===== src/rtl/ct_split_q.sv =====
// ct_split_q: flow-mapped eager-fork splitter; i_data/i_valid/i_flow/o_ready in, per-output o_data/o_flow/o_valid/i_ready out, o_drop_count of unknown flows
module ct_split_q #(
  parameter int NO = 2,
  parameter int WO = 8,
  parameter int NF = 1,
  parameter int WF = 1,
  parameter logic [NF*WF-1:0] FLOWS = '0,
  parameter logic [NF*NO-1:0] ENABLES = '0,
  parameter int DEPTH = 2
) (
  input  logic             clk,
  input  logic             reset,
  input  logic [WO-1:0]    i_data,
  input  logic             i_valid,
  input  logic [WF-1:0]    i_flow,
  output logic             o_ready,
  output logic [NO*WO-1:0] o_data,
  output logic [NO*WF-1:0] o_flow,
  output logic [NO-1:0]    o_valid,
  input  logic [NO-1:0]    i_ready,
  output logic [15:0]      o_drop_count
);
  localparam int AW = $clog2(DEPTH);
  localparam int CW = $clog2(DEPTH + 1);
  logic [NO-1:0] mask, full, push, pop;
  logic known, accept;
  always_comb begin
    mask = '0;
    known = 1'b0;
    for (int k = 0; k < NF; k++)
      if (FLOWS[WF*k +: WF] == i_flow) begin
        mask = mask | ENABLES[NO*k +: NO];
        known = 1'b1;
      end
  end
  assign o_ready = !reset && (!known || !(|(mask & full)));
  assign accept = i_valid && o_ready;
  assign push = (accept && known) ? mask : '0;
  assign pop = o_valid & i_ready;
  for (genvar i = 0; i < NO; i++) begin : g_q
    logic [WF+WO-1:0] mem [DEPTH];
    logic [AW-1:0] rd, wr;
    logic [CW-1:0] cnt;
    assign full[i] = cnt == CW'(DEPTH);
    assign o_valid[i] = cnt != '0;
    assign {o_flow[WF*i +: WF], o_data[WO*i +: WO]} = mem[rd];
    always_ff @(posedge clk)
      if (push[i]) mem[wr] <= {i_flow, i_data};
    always_ff @(posedge clk or posedge reset)
      if (reset) begin
        rd <= '0;
        wr <= '0;
        cnt <= '0;
      end else begin
        if (push[i]) wr <= wr + 1'b1;
        if (pop[i]) rd <= rd + 1'b1;
        cnt <= cnt + CW'(push[i]) - CW'(pop[i]);
      end
  end
  always_ff @(posedge clk or posedge reset)
    if (reset) o_drop_count <= '0;
    else if (accept && !known && o_drop_count != 16'hFFFF) o_drop_count <= o_drop_count + 1'b1;
endmodule

===== config.mk =====
export PLATFORM = sky130hd
export DESIGN_NAME = ct_split_q
export DESIGN_NICKNAME = d
export VERILOG_FILES = /design/src/rtl/ct_split_q.sv
export SDC_FILE = /design/constraint.sdc
export NUM_CORES = 1
export LEC_CHECK = 0
export ABC_AREA = 1
export CORE_MARGIN = 2
export CORE_UTILIZATION = 36
export DETAILED_ROUTE_END_ITERATION = 8
export PLACE_DENSITY = 0.63
export SYNTH_ARGS = -nofsm -noshare
export SYNTH_HDL_FRONTEND = slang
export SYNTH_SLANG_ARGS = --single-unit

===== constraint.sdc =====
create_clock -name clk -period 2.13 [get_ports clk]
set_input_delay 0.426 -clock clk [delete_from_list [all_inputs] [get_ports clk]]
set_output_delay 0.426 -clock clk [all_outputs]
set_load 0.01 [all_outputs]

Word-level counts from Yosys, hierarchy flattened:

Index checks and enable logic that the tools add are counted.
W data, S select, Z words.

* word-level logic and storage cells: 14
* input port bits: 14
* register bits after elaboration: 20

* bitwise logic cells: 1
* reductions and logical operators: 6
* eq/ne operators: 1
* add/sub/neg operators: 3

Operator list (number)
* $add A16 B1 Y16 const B: 1
* $ne A16 B16 Y1 const B: 1
* $reduce_bool A2 Y1: 2
* $sub A2 B1 Y2: 2
* $logic_and A1 B1 Y1: 3
* $and A2 B2 Y2: 1
* $logic_not A1 Y1: 1

Logic depth before layout (Yosys ltp):

Gate-level depths: netlist of run 1.

* word-level depth: 4
* gate-level depth with buffers: 9
* gate-level depth less buffers: 8

Worst setup path after synthesis of run 1:

Ideal clock, no wire load.

* path kind: in2reg
* start point: input reset
* end point: register o_drop_count[6]
* data required time: 2007 ps
* arrival: 1622 ps
* library setup time: 123 ps
* setup slack: 385 ps
* stages on the path: 6
* cells stage by stage: inv_1 -> nand3_2 -> nor2_1 -> nand2_1 -> o21ai_0 -> nand2_1

* cells in the longest elaborated chain, start to end: 4

RTL lines
* start, declared: RTL line 12 `input logic reset,`
* $logic_not A1 Y1 (no line)
* $logic_and A1 B1 Y1: RTL line 37 `assign accept = i_valid && o_ready;`
* $logic_and A1 B1 Y1 (2 in a row): RTL line 62 `else if (accept && !known && o_drop_count != 16'hFFFF) o_drop_count <= o_drop_count + 1'b1;`
* end signal, assigned: RTL line 62
* end, declared: RTL line 21 `output logic [15:0] o_drop_count`

No other way between the ends.
A chain may end at the register's enable or synchronous reset.

Worst setup path after layout of run 1:

* start point: input reset
* end point: output o_ready

* cells in the longest elaborated chain, start to end: 1

RTL lines
* $logic_not A1 Y1 (no line)
* end, declared: RTL line 16 `output logic o_ready,`

No other way between the ends.

==> results.json, run 1 <==
{
  "clock.fmax_mhz": 527,
  "via_per_inst": 4.38,
  "p_seq_frac": 0.435,
  "syn_inst": 186,
  "clk_latency_ns": 0.26,
  "hp-class": "register to register",
  "io_pins": 51,
  "port_buffers": 24,
  "rsz0062_at_grt": "no",
  "yosys_most_used_dff": "dfrtp_1",
  "dpl_cell_area_um2": 1610,
  "setup_slack_ns": 0.233,
  "pwr-share-clk": 0.227,
  "firstDrtPassIters": 4,
  "yosysSeqAreaShare": 0.362,
  "path_class": "primary input to output pin",
  "start_util": 0.374,
  "cts-buffers-inserted": 3,
  "ctsHoldBuffers": 0,
  "post_cts_resized": 0,
  "die_h_um": 65.9,
  "p_switching_mw": 0.437,
  "wire_per_inst_um": 10.0,
  "detail_route.iter0.violations": 31,
  "p_total_mw": 1.31,
  "cellInternalPower_mw": 0.869,
  "fin_crit_ns": 1.90,
  "async_flop_share": 1.00,
  "drc": 0,
  "clk_pin_slew_worst_paths_ns": 0.07,
  "min_period_over_period": 0.891,
  "post-dp-hpwl_um": 2020,
  "ys_types": 25,
  "cp_max_fo": 3,
  "antenna_cells": 0,
  "status": "complete, no violations",
  "clk_path_buf_depth": 2,
  "cp_slowest_cell": "clkdlybuf4s50_1",
  "p_leak_nw": 0.784,
  "rows": 22,
  "power.density_nw_per_um2": 782,
  "power_frac_comb": 0.338,
  "vias": 1147,
  "grt_pass1_vias": 996,
  "path_delay_family": "buffers and inverters",
  "antenna_found_initial": 0,
  "swShare": 0.335,
  "drive_gt1_frac": 0.145,
  "postLayoutCoreUtil": 0.453,
  "finalClockSkew_ns": 0.00586,
  "fp.dieW_um": 65.9,
  "ys_seq_elements": 20,
  "grt_start_max_net_pins": 21,
  "postCtsSetupRepairBufs": 0,
  "cts_htree_levels": 1,
  "crit_buf_inv": 3,
  "critical_path.cell_chain": "clkdlybuf4s50_1, inv_1, clkdlybuf4s50_1",
  "place_ws_ns": 0.219,
  "cpPeakStageDelay_ns": 0.54,
  "crit_path_end_kind": "output pin",
  "synth.top_cell.area_share": 0.362,
  "max_cap_viol_count": 0,
  "hold_viol": 0,
  "wl_um": 2630,
  "yosysWarningCount": 0,
  "clock-sinks": 20,
  "nets": 232,
  "grt.total_usage": 0.136,
  "place_congestion": 0.815,
  "root_buffer": "clkbuf_8",
  "drv_slew": 0,
  "synth_area_um2": 1380,
  "vdd_drop_max_mv": 0.438,
  "grt_remaining_overflow": 0,
  "cp-start-kind": "primary input",
  "coreArea_um2": 3690,
  "synth_area_leaders": "dfrtp_1, nand2_1, buf_4",
  "grt_pass1_wl_um": 4530,
  "synth_area_leader_cell": "dfrtp_1",
  "synth_edf_count": 0,
  "setup-tns-final_ns": 0,
  "post_synth.cell_area_avg_um2": 7.43,
  "final_area_um2": 1670,
  "required_ns": 1.70,
  "cp.arrival_ns": 1.47,
  "cts_tree": "built",
  "crit_top_cell": "clkdlybuf4s50_1",
  "ant_nets": 0,
  "setup_violations": 0,
  "die_area_um2": 4350,
  "syn_to_final_growth_pct": 20.8
}
==> metal layers <==
metal  vias up  GRT usage  wire length (um)
met5         -          0                 0
met4         0     0.0459                40
met3         5     0.0204                82
met2        20      0.223              1280
met1       525      0.183              1230
li1        597          -                 -
==> through the flow <==
stage               std cells  hold WS [ns]
finish                    262         0.490
floorplan                 203         0.440
global route              262         0.521
global placement          258         0.477
detailed placement        258         0.475
CTS                       262         0.491
==> synthesized netlist by cell type, types with 2 or more instances <==
master and n:
nand2_1 53, inv_1 21, dfrtp_1 20, buf_4 18, nor2_1 15, nand3_1 11, nand2_2 7, nor2_2 6
o21ai_2 5, nand4_1 4, ha_1 3, xnor2_1 3, xor2_1 3, inv_2 2, nand3_2 2, o21a_1 2
o21ai_1 2, or2_2 2
==> placed cells by master (no fill, tap or decap) <==
cell	synthesis	final
nand3b_1	1	1
ha_1	3	3
o21ai_1	2	2
conb_1	1	18
or2_2	2	2
nand4_1	4	4
inv_1	21	21
xor2_1	3	3
nor2_4	1	1
o21ai_2	5	5
nand2_2	7	7
xnor2_1	3	3
nor2_2	6	6
o21ai_0	1	1
nand2_1	53	53
inv_2	2	2
nand3_1	11	11
nor2_1	15	15
nand3_2	2	2
o21a_1	2	2
a22oi_1	1	1
dfrtp_1	20	20
buf_4	18	2
nor3_1	1	1
clkdlybuf4s50_1	0	24
clkbuf_8	0	4
==> power groups by stage <==
stage	Clock (mW)	Combinational, mW	Sequential (mW)
3_5_place_dp	0	0.447	0.576
3_3_place_gp	0	0.437	0.576
6_report	0.296	0.441	0.568
2_1_floorplan	0	0.270	0.580
4_1_cts	0.309	0.449	0.570
5_1_grt	0.329	0.498	0.587
==> sequential cells by signal (all words and copies together), names as in the netlist <==
name,flops
o_drop_count,16
g_q.cnt,4
==> layout make-up <==
| type | count | area (um2) |
|---|---|---|
| fillers | 402 | 2020 |
| multi-input cells | 141 | 712 |
| flip-flops and latches | 20 | 500 |
| repair buffers | 26 | 255 |
| inverters | 23 | 86.3 |
| well taps | 48 | 60.1 |
| clock buffers | 4 | 55.1 |
==> worst paths after layout <==
kind | depth (start not counted) | end | slack, ns | startpoint
max in group asynchronous | 3 | o_drop_count[2] | 1.35 | reset
worst max register to register | 9 | o_drop_count[10] | 0.46 | o_drop_count[0]
worst min-delay path | 1 | g_q[1].cnt[1] | 0.49 | g_q[1].cnt[1]
min in group asynchronous | 3 | o_drop_count[15] | 0.57 | reset
worst min register to register | 1 | g_q[1].cnt[1] | 0.49 | g_q[1].cnt[1]
worst max-delay path | 3 | o_ready | 0.23 | reset
==> kinds of logic (layout without fill, tap and decap cells) <==
group / after synthesis / count (layout) / share of synthesized area
AO/OA/AOI/OAI: 11 / 11 / 0.0589
XOR/XNOR: 6 / 6 / 0.0381
flip-flops: 20 / 20 / 0.362
other: 1 / 18 / 0.00271
adder cells (fa/ha/maj): 3 / 3 / 0.0272
buffers and inverters: 42 / 53 / 0.168
AND/OR/NAND/NOR: 103 / 103 / 0.342
Note: power is estimated with default switching activity, not from simulation.
==> inputs of run 2 (changes only) <==
--- a/config.mk
+++ b/config.mk
@@ -11,4 +11,6 @@
 export DETAILED_ROUTE_END_ITERATION = 8
 export PLACE_DENSITY = 0.63
+export RECOVER_POWER = 25
+export SKIP_LAST_GASP = 1
 export SYNTH_ARGS = -nofsm -noshare
 export SYNTH_HDL_FRONTEND = slang
==> constraint.sdc (replaced) <==
create_clock -name clk -period 2.13 [get_ports clk]
set_input_delay 0.426 -clock clk [delete_from_list [all_inputs] [get_ports clk]]
set_output_delay 0.426 -clock clk [all_outputs]
set_load 0.005 [all_outputs]
==> run 2 against run 1 <==
Net effect:
- global-route usage down 0.68 points
- critical path depth unchanged
- count of clock-buffer cells in the layout unchanged
- critical path type unchanged
==> results.json, run 2 (synthesis results as in run 1) <==
{
  "hold_viol": 0,
  "io_pins": 51,
  "postCtsSetupRepairBufs": 0,
  "grt_start_max_net_pins": 21,
  "worstSetupEndpoint": "o_ready",
  "antenna_found_initial": 0,
  "detail_route.iter0.violations": 35,
  "antenna_cells": 0,
  "fin_crit_ns": 1.86,
  "crit_path_end_kind": "output pin",
  "final_cell_mix": "nand2_1, clkdlybuf4s50_1, inv_1",
  "power.density_nw_per_um2": 758,
  "final_common_cell": "nand2_1",
  "post_cts_resized": 0,
  "die_h_um": 65.9,
  "p_leak_nw": 0.780,
  "reg_top3": "o_drop_count (16), g_q.cnt (4)",
  "hold_depth": 1,
  "largest_reg_flops": 16,
  "place_congestion": 0.818,
  "grt_pass1_vias": 966,
  "max_cap_viol_count": 0,
  "required_ns": 1.70,
  "largest_register": "o_drop_count",
  "root_buffer": "clkbuf_8",
  "syn_to_final_growth_pct": 20.6,
  "path_class": "primary input to output pin",
  "r2r_setup_slack_ns": 0.47,
  "die_area_um2": 4350,
  "min_period_over_period": 0.874,
  "relSlewSlack": 0.279,
  "worstMarginPinSlew_ns": 1.08,
  "setup_violations": 0,
  "clock.fmax_mhz": 537,
  "fillers": 382,
  "finalClockSkew_ns": 0.00165,
  "ant_nets": 0,
  "hp-class": "register to register",
  "rsz0062_at_grt": "no",
  "rr_endpoint": "o_drop_count[10]",
  "setup-tns-final_ns": 0,
  "post-dp-hpwl_um": 1970,
  "cts-buffers-inserted": 3,
  "via_per_inst": 4.32,
  "cts_tree": "built",
  "drv_slew": 0,
  "coreArea_um2": 3690,
  "status": "complete, no violations",
  "stdcell_count": 262,
  "reg2reg_from": "o_drop_count[0]",
  "vdd_drop_max_mv": 0.365,
  "cp.arrival_ns": 1.44,
  "drive_gt1_frac": 0.140,
  "drc": 0,
  "firstDrtPassIters": 4,
  "clk_latency_ns": 0.26,
  "cts_htree_levels": 1,
  "nets": 232,
  "rr_worst_depth": 9,
  "wire_per_inst_um": 9.81,
  "grt_remaining_overflow": 0,
  "port_buffers": 24,
  "clock-sinks": 20,
  "ctsHoldBuffers": 0,
  "fp.dieW_um": 65.9,
  "cp-start-kind": "primary input",
  "start_util": 0.374,
  "wl_um": 2570,
  "grt.total_usage": 0.130,
  "clk_pin_slew_worst_paths_ns": 0.07,
  "place_inst": 258,
  "clk_path_buf_depth": 2,
  "grt_pass1_wl_um": 4370,
  "critPathLaunch": "reset",
  "vias": 1132,
  "cp_max_fo": 3,
  "rows": 22
}
run 2: changes by cell type in the layout (fill, tap and decap cells not counted):
cell | before | now
buf_4 | 2 | 1
clkbuf_1 | 0 | 1
run 2: routing by layer:
layer	GRT usage	vias to the layer above	wire [um]
met3	0.0256	5	120
li1	-	593	-
met4	0.0459	0	38
met2	0.207	30	1230
met5	0	-	0
met1	0.174	504	1180
run 2: layout make-up:
type	instances	area, um2	area share
multi-input combinational	141	712	0.427
inverter	23	86.3	0.0518
tap	48	60.1	0.0361
clock buffer	4	55.1	0.0331
timing repair buffer	26	251	0.151
sequential	20	500	0.301
run 2: worst min path at each step:
stage,startpoint,end,slack [ns]
global route,g_q[1].cnt[1],g_q[1].cnt[1],0.52
detailed placement,g_q[1].cnt[1],g_q[1].cnt[1],0.48
finish,g_q[0].cnt[1],g_q[0].cnt[1],0.49
global placement,g_q[0].cnt[1],g_q[0].cnt[1],0.48
CTS,g_q[1].cnt[1],g_q[1].cnt[1],0.49
floorplan,reset,g_q[0].cnt[0],0.42
run 2: critical path: stages:
cell and delay, ns:
clkdlybuf4s50_1 0.40, inv_1 0.10, clkdlybuf4s50_1 0.51
run 2: where the power goes:
group	total [mW]	internal (mW)	leakage [nW]	switching, mW
sequential	0.568	0.468	0.251	0.100
combinational	0.401	0.232	0.500	0.170
clock	0.292	0.165	0.0288	0.128
run 2: stage by stage:
step	hold WS [ns]	area, um2	power, mW	utilization	setup slack (ns)
2_1_floorplan	0.423	1450	0.816	-	0.417
3_3_place_gp	0.476	1610	0.979	0.438	0.257
3_5_place_dp	0.476	1610	0.984	0.438	0.255
4_1_cts	0.491	1670	1.29	0.453	0.255
5_1_grt	0.521	1670	1.36	0.451	0.231
6_report	0.486	1670	1.26	0.451	0.268
==> edit 1, RTL diff (flow settings as in run 2) <==
Change the parameter `WO` from 8 to 9.
--- a/src/rtl/ct_split_q.sv
+++ b/src/rtl/ct_split_q.sv
@@ -1,7 +1,7 @@
 // ct_split_q: flow-mapped eager-fork splitter; i_data/i_valid/i_flow/o_ready in, per-output o_data/o_flow/o_valid/i_ready out, o_drop_count of unknown flows
 module ct_split_q #(
   parameter int NO = 2,
-  parameter int WO = 8,
+  parameter int WO = 9,
   parameter int NF = 1,
   parameter int WF = 1,
   parameter logic [NF*WF-1:0] FLOWS = '0,
Ports: changed (resized i_data and o_data); port bits go from 51 to 54. The function was not compared with the original's and may differ.
==> edit 1 against run 2 <==
Clock skew about the same; total power down 4.0%; wire length up 0.62%; worst setup slack worse by 0.031 ns; critical endpoint unchanged; synthesized area up 1.1%; cell area down 0.15%; sequential cell count unchanged; fmax down 1.6%; critical path depth unchanged; utilization down 0.068 points.
==> edit 1: results (changes against run 2) <==
- The run finished with clean final reports.
- The number of port buffers is 24 (unchanged).
- The number of gates given a new drive strength after cts was 0 (unchanged).
- The synthesized instance count came to 188 (+1.1%).
- The peak ir drop on the vdd network came to 496.2 uV (+36%).
- The adder-cell share of the synthesized area was 2.688% (-0.029 points).
- The total iterations of the first detailed-routing run is 4 (unchanged).
- Among cell families on the critical path, the largest total delay comes from buffers and inverters.
- The number of DRC markers in iteration 0 is 31 (-11%).
- The maximum number of pins on one net before global-route repair is 14 (-33%).
- The multiplexer share of the synthesized area is 0% (unchanged).
- The number of buffers created by CTS is 3 (unchanged).
- Sorting the synthesized cells by how often they occur yields 53 x nand2_1, 21 x inv_1, 20 x buf_4, 20 x dfrtp_1, 15 x nor2_1.
- The total routing usage reported by global routing is 13.20% (+0.23 points).
- The clock tree root buffer cell is clkbuf_8.
- The maximum count of clock buffers along a single path came to 2 (unchanged).
- The average wire per standard cell was 9.799 um (-0.14%).
- In the post-synthesis netlist, the biggest area contributors are dfrtp_1 36%, nand2_1 14%, buf_4 11%, inv_1 5.6%, nor2_1 4.0%.
- The reg-to-reg setup timing slack is 0.45 ns (-0.02 ns).
- The reg-to-reg startpoint is o_drop_count[0].
- The cell count after placement is 261 (+1.2%).
- The startpoint identified for the worst hold timing path is g_q[0].cnt[1].
- The number of fill cells is 373 (-2.4%).
- The compound-gate portion of the synthesized area is 5.824% (-0.063 points).
- The number of global-route vias before repair was 992 (+2.7%).
- At the later pin of the worst-skew pair, clock insertion delay measures 0.25 ns.
- The weighted congestion reported at the end of routability-driven placement is 0.8196 (+0.15%).
- The number of warning messages in the yosys log is 0 (unchanged).
- For this run, the slowest stage of the critical path takes 0.52 ns.
- The post-DP HPWL came to 2.030 mm (+3.0%).
- The worst endpoint data arrival time is 1.47 ns (+0.03 ns).
- The number of nets in the layout came to 236 (+1.7%).
- The wire length of the first global-routing pass is 4.464 mm (+2.2%).
- The depth of the most critical reg-to-reg path is 9 (unchanged).
- The fraction of registers with async set or reset after synthesis is 100.0% (unchanged).
- The clock transition at the registers of the reported paths is 0.07 ns (about the same).
- The post-synthesis cell type count is 25 (unchanged).
- The aggregate routed wire length came to 2.587 mm (+0.62%).
- The endpoint of the worst register-to-register path is o_drop_count[9].
- The worst hold slack is 0.4855 ns (-0.0007640 ns).
- The post-route clock skew was 0.001736 ns (+0.00008699 ns).
- The sequential-to-total area share from yosys stat is 35.84% (-0.39 points).
- The xor/xnor cell area share of the yosys netlist is 3.763% (-0.041 points).
- The leakage power figure is 0.7806 nW (about the same).
- The via count of the routed design was 1121 (-0.97%).
- The maximum net fanout on the critical path is 4 (+1).
- The fraction of layout cells with a size suffix above 1 came to 13.43% (-0.59 points).
- The path with the worst hold slack has its endpoint at g_q[0].cnt[1].
- The normalized max-slew margin is 60.98% (+33 points).
- Among all stages on the critical path, the largest delay is contributed by clkdlybuf4s50_1.
[edit 1: changes by cell type after synthesis]
cell,run 2,this run
buf_4,18,20
[edit 1: per-stage QoR]
step / area (um^2) / setup slack (ns) / total power, mW
after global placement: 1629 / 0.2111 / 0.9822
after CTS: 1670 / 0.2085 / 1.238
final: 1663 / 0.2372 / 1.211
after floorplan: 1468 / 0.4171 / 0.8193
after global routing: 1663 / 0.1739 / 1.316
after detailed placement: 1629 / 0.2100 / 0.9839
[edit 1: cell type report]
class / instances / area (um^2) / share of cell area (%)
Tap cell: 48 / 60.06 / 3.612
Clock buffer: 3 / 41.29 / 2.483
Timing Repair Buffer: 27 / 255.2 / 15.35
Sequential cell: 20 / 500.5 / 30.10
Multi-Input combinational cell: 143 / 719.4 / 43.27
Inverter: 23 / 86.33 / 5.192
[edit 1: worst max-delay path by stage]
| stage | slack, ns | endpoint | start |
|---|---|---|---|
| 2_1_floorplan | 0.42 | o_drop_count[6] | reset |
| 3_3_place_gp | 0.21 | o_ready | reset |
| 3_5_place_dp | 0.21 | o_ready | reset |
| 4_1_cts | 0.21 | o_ready | reset |
| 5_1_grt | 0.17 | o_ready | reset |
| 6_report | 0.24 | o_ready | reset |
[edit 1: power by group]
group / internal, mW / switching (mW) / total, mW / leakage, nW
combinational: 0.232 / 0.168 / 0.400 / 0.508
sequential: 0.468 / 0.101 / 0.570 / 0.251
clock: 0.126 / 0.115 / 0.241 / 0.0216
total: 0.826 / 0.385 / 1.21 / 0.781
[edit 1: layer usage]
metal | global-route usage [%] | vias up | share of wire (%) | wire length, um
met5 | 0 | - | 0 | 0
met3 | 3.066 | 2 | 5.5 | 143
met2 | 22.00 | 30 | 47 | 1222
met1 | 16.89 | 487 | 46 | 1199
li1 | - | 602 | - | -
met4 | 3.827 | 0 | 0.85 | 22
==> edit 2, RTL diff (config.mk and constraints of run 2) <==
Without the edit above. Make the reset (`reset`) synchronous in 2 clocked blocks.
--- a/src/rtl/ct_split_q.sv
+++ b/src/rtl/ct_split_q.sv
@@ -46,7 +46,7 @@
     assign {o_flow[WF*i +: WF], o_data[WO*i +: WO]} = mem[rd];
     always_ff @(posedge clk)
       if (push[i]) mem[wr] <= {i_flow, i_data};
-    always_ff @(posedge clk or posedge reset)
+    always_ff @(posedge clk)
       if (reset) begin
         rd <= '0;
         wr <= '0;
@@ -57,7 +57,7 @@
         cnt <= cnt + CW'(push[i]) - CW'(pop[i]);
       end
   end
-  always_ff @(posedge clk or posedge reset)
+  always_ff @(posedge clk)
     if (reset) o_drop_count <= '0;
     else if (accept && !known && o_drop_count != 16'hFFFF) o_drop_count <= o_drop_count + 1'b1;
 endmodule
Behaviour: differs if reset is asserted again (counterexample within 4 cycles, from zero or initial values and one cycle with reset high); with reset held inactive, the same outputs for 10 cycles.
==> edit 2 against run 2 <==
Sequential share of layout area decreased by 3.0 points; worst setup slack worse by 0.049 ns; hold slack better by 0.036 ns; highest routed layer unchanged; synthesized area is 10% lower; wire length shrank 7.9%; sequential cell count did not move; cell area fell by 11%; critical path type unchanged.
Power is not compared: it rests on default switching activity, and its combinational part moved more than twofold at a synthesized area within 25%.
==> edit 2: results (changes against run 2) <==
- The total setup buffers inserted after CTS is 0 (unchanged).
- The sequential-to-total area share from yosys stat is 32.29% (-3.9 points).
- The post-DP HPWL is 1.756 mm (-11%).
- The largest registers in the layout are o_drop_count: 16 flops, g_q.cnt: 4 flops.
- The startpoint of the lowest-slack hold path is o_drop_count[0].
- The wire length of the first global-routing pass is 4.084 mm (-6.5%).
- The total iterations of the first detailed-routing run was 4 (unchanged).
- The worst slack at placement is 0.1792 ns (-0.07545 ns).
- The reg-to-reg startpoint is o_drop_count[0].
- The number of gates given a new drive strength after cts is 0 (unchanged).
- The cell count after placement is 254 (-1.6%).
- The clock transition at the registers of the reported paths was 0.11 ns (+0.04 ns).
- Ranked by total cell area, the synthesized netlist is headed by dfxtp_1 32%, nand2_1 13%, buf_4 11%, nor2_1 11%, nand3_1 8.5%.
- The fraction of layout cells with a size suffix above 1 is 6.161% (-7.9 points).
- The commonest cells after synthesis are 42 x nand2_1, 36 x nor2_1, 21 x nand3_1.
- The number of global-route vias before repair is 934 (-3.3%).
- The run finished with clean final reports.
- The worst stage delay on the critical path is 0.48 ns (-0.03 ns).
- The number of nets in the layout is 230 (-0.86%).
- The number of warning messages in the yosys log is 0 (unchanged).
- The area of placed instances was 0.001456 mm^2 (-9.8%).
- The number of buffers created by CTS is 3 (unchanged).
- The worst endpoint data arrival time is 1.48 ns (+0.04 ns).
- The number of DRC markers in iteration 0 is 29 (-17%).
- The post-detailed-route via-to-cell ratio is 4.397 (+1.8%).
- The via count of the routed design is 1130 (-0.18%).
- The H-tree depth is 1 (unchanged).
- The post-route clock skew is 0.003465 ns (+0.001816 ns).
- The leakage power figure is 0.6108 nW.
- The number of port buffers was 24 (unchanged).
- The fraction of registers with async set or reset after synthesis is 0% (-100 points).
- The worst-case IR drop observed on VDD is between 200 and 250 uV.
- The total routing usage reported by global routing came to 12.74% (-0.22 points).
- The post-synthesis cell type count is 20 (-20%).
- The maximum net fanout on the critical path is 2 (-1).
- The diode insertion count for antenna repair came to 0 (unchanged).
- The type of the worst min-delay path is flop to flop.
- The critical path starts at reset.
- The number of antenna violations at the first check in global routing came to 0 (unchanged).
- The clock tree root buffer cell is clkbuf_4.
- The weighted congestion reported at the end of routability-driven placement is 0.7461 (-8.8%).
- The latest clock arrival within the worst-skew pair is 0.30 ns (+0.04 ns).
- The number of fill cells was 353 (-7.6%).
- The area growth from synthesis to layout is 19.27%.
- The leading register cell type out of synthesis is dfxtp_1.
- The synthesized instance count came to 186 (unchanged).
- The cell with the largest stage delay on the worst path is clkdlybuf4s50_1.
- The maximum number of pins on one net before global-route repair is 28 (+33%).
- The average wire per standard cell is 9.214 um (-6.1%).
- The maximum count of clock buffers along a single path is 2 (unchanged).
## edit 2: cell types whose count changed in the layout (fill, tap and decap cells not counted), moves of 5 or more
cell	before	now
inv_1	21	14
o21ai_2	5	0
clkdlybuf4s50_1	24	19
a21oi_1	0	13
nand2_1	53	42
dfrtp_1	20	0
nand2_2	7	0
nor2_1	15	36
dlygate4sd3_1	0	5
nand3_1	11	21
dfxtp_1	0	20
## edit 2: final timing paths
kind | endpoint | slack [ns] | cells past startpoint
max | o_ready | 0.22 | 3
min | o_drop_count[0] | 0.52 | 2
max reg2reg | o_drop_count[15] | 0.54 | 6
min reg2reg | o_drop_count[0] | 0.52 | 2
## edit 2: cell families after synthesis
group	share of synthesized area, %
AO/OA/AOI/OAI	7.264
XOR/XNOR	1.413
adder cells (fa/ha/maj)	3.028
buffers and inverters	18.06
flip-flops	32.29
other	0.3024
AND/OR/NAND/NOR	37.64
## edit 2: cell type report
class	count	share of cell area, %
Clock buffer	3	1.523
Tap cell	46	3.892
Sequential cell	20	27.07
Inverter	15	3.807
Timing Repair Buffer	27	17.77
Multi-Input combinational cell	146	45.94
## edit 2: worst max-delay path, delay by kind of cell
kind     cells  cell delay [ns]
buf+inv      3             1.06
## edit 2: layer usage
| layer | global-route usage [%] | up-vias | routed length (um) |
|---|---|---|---|
| li1 | - | 601 | - |
| met1 | 16.46 | 490 | 1186 |
| met2 | 21.10 | 34 | 1022 |
| met4 | 5.833 | 0 | 46 |
| met5 | 0 | - | 0 |
| met3 | 1.622 | 5 | 112 |
## edit 2: power by group
| part | switching, mW | internal, mW | leakage (nW) |
|---|---|---|---|
| logic | 0.0478 | 0.0685 | 0.436 |
| registers | 0.0114 | 0.389 | 0.161 |
| clock network | 0.115 | 0.0660 | 0.0138 |
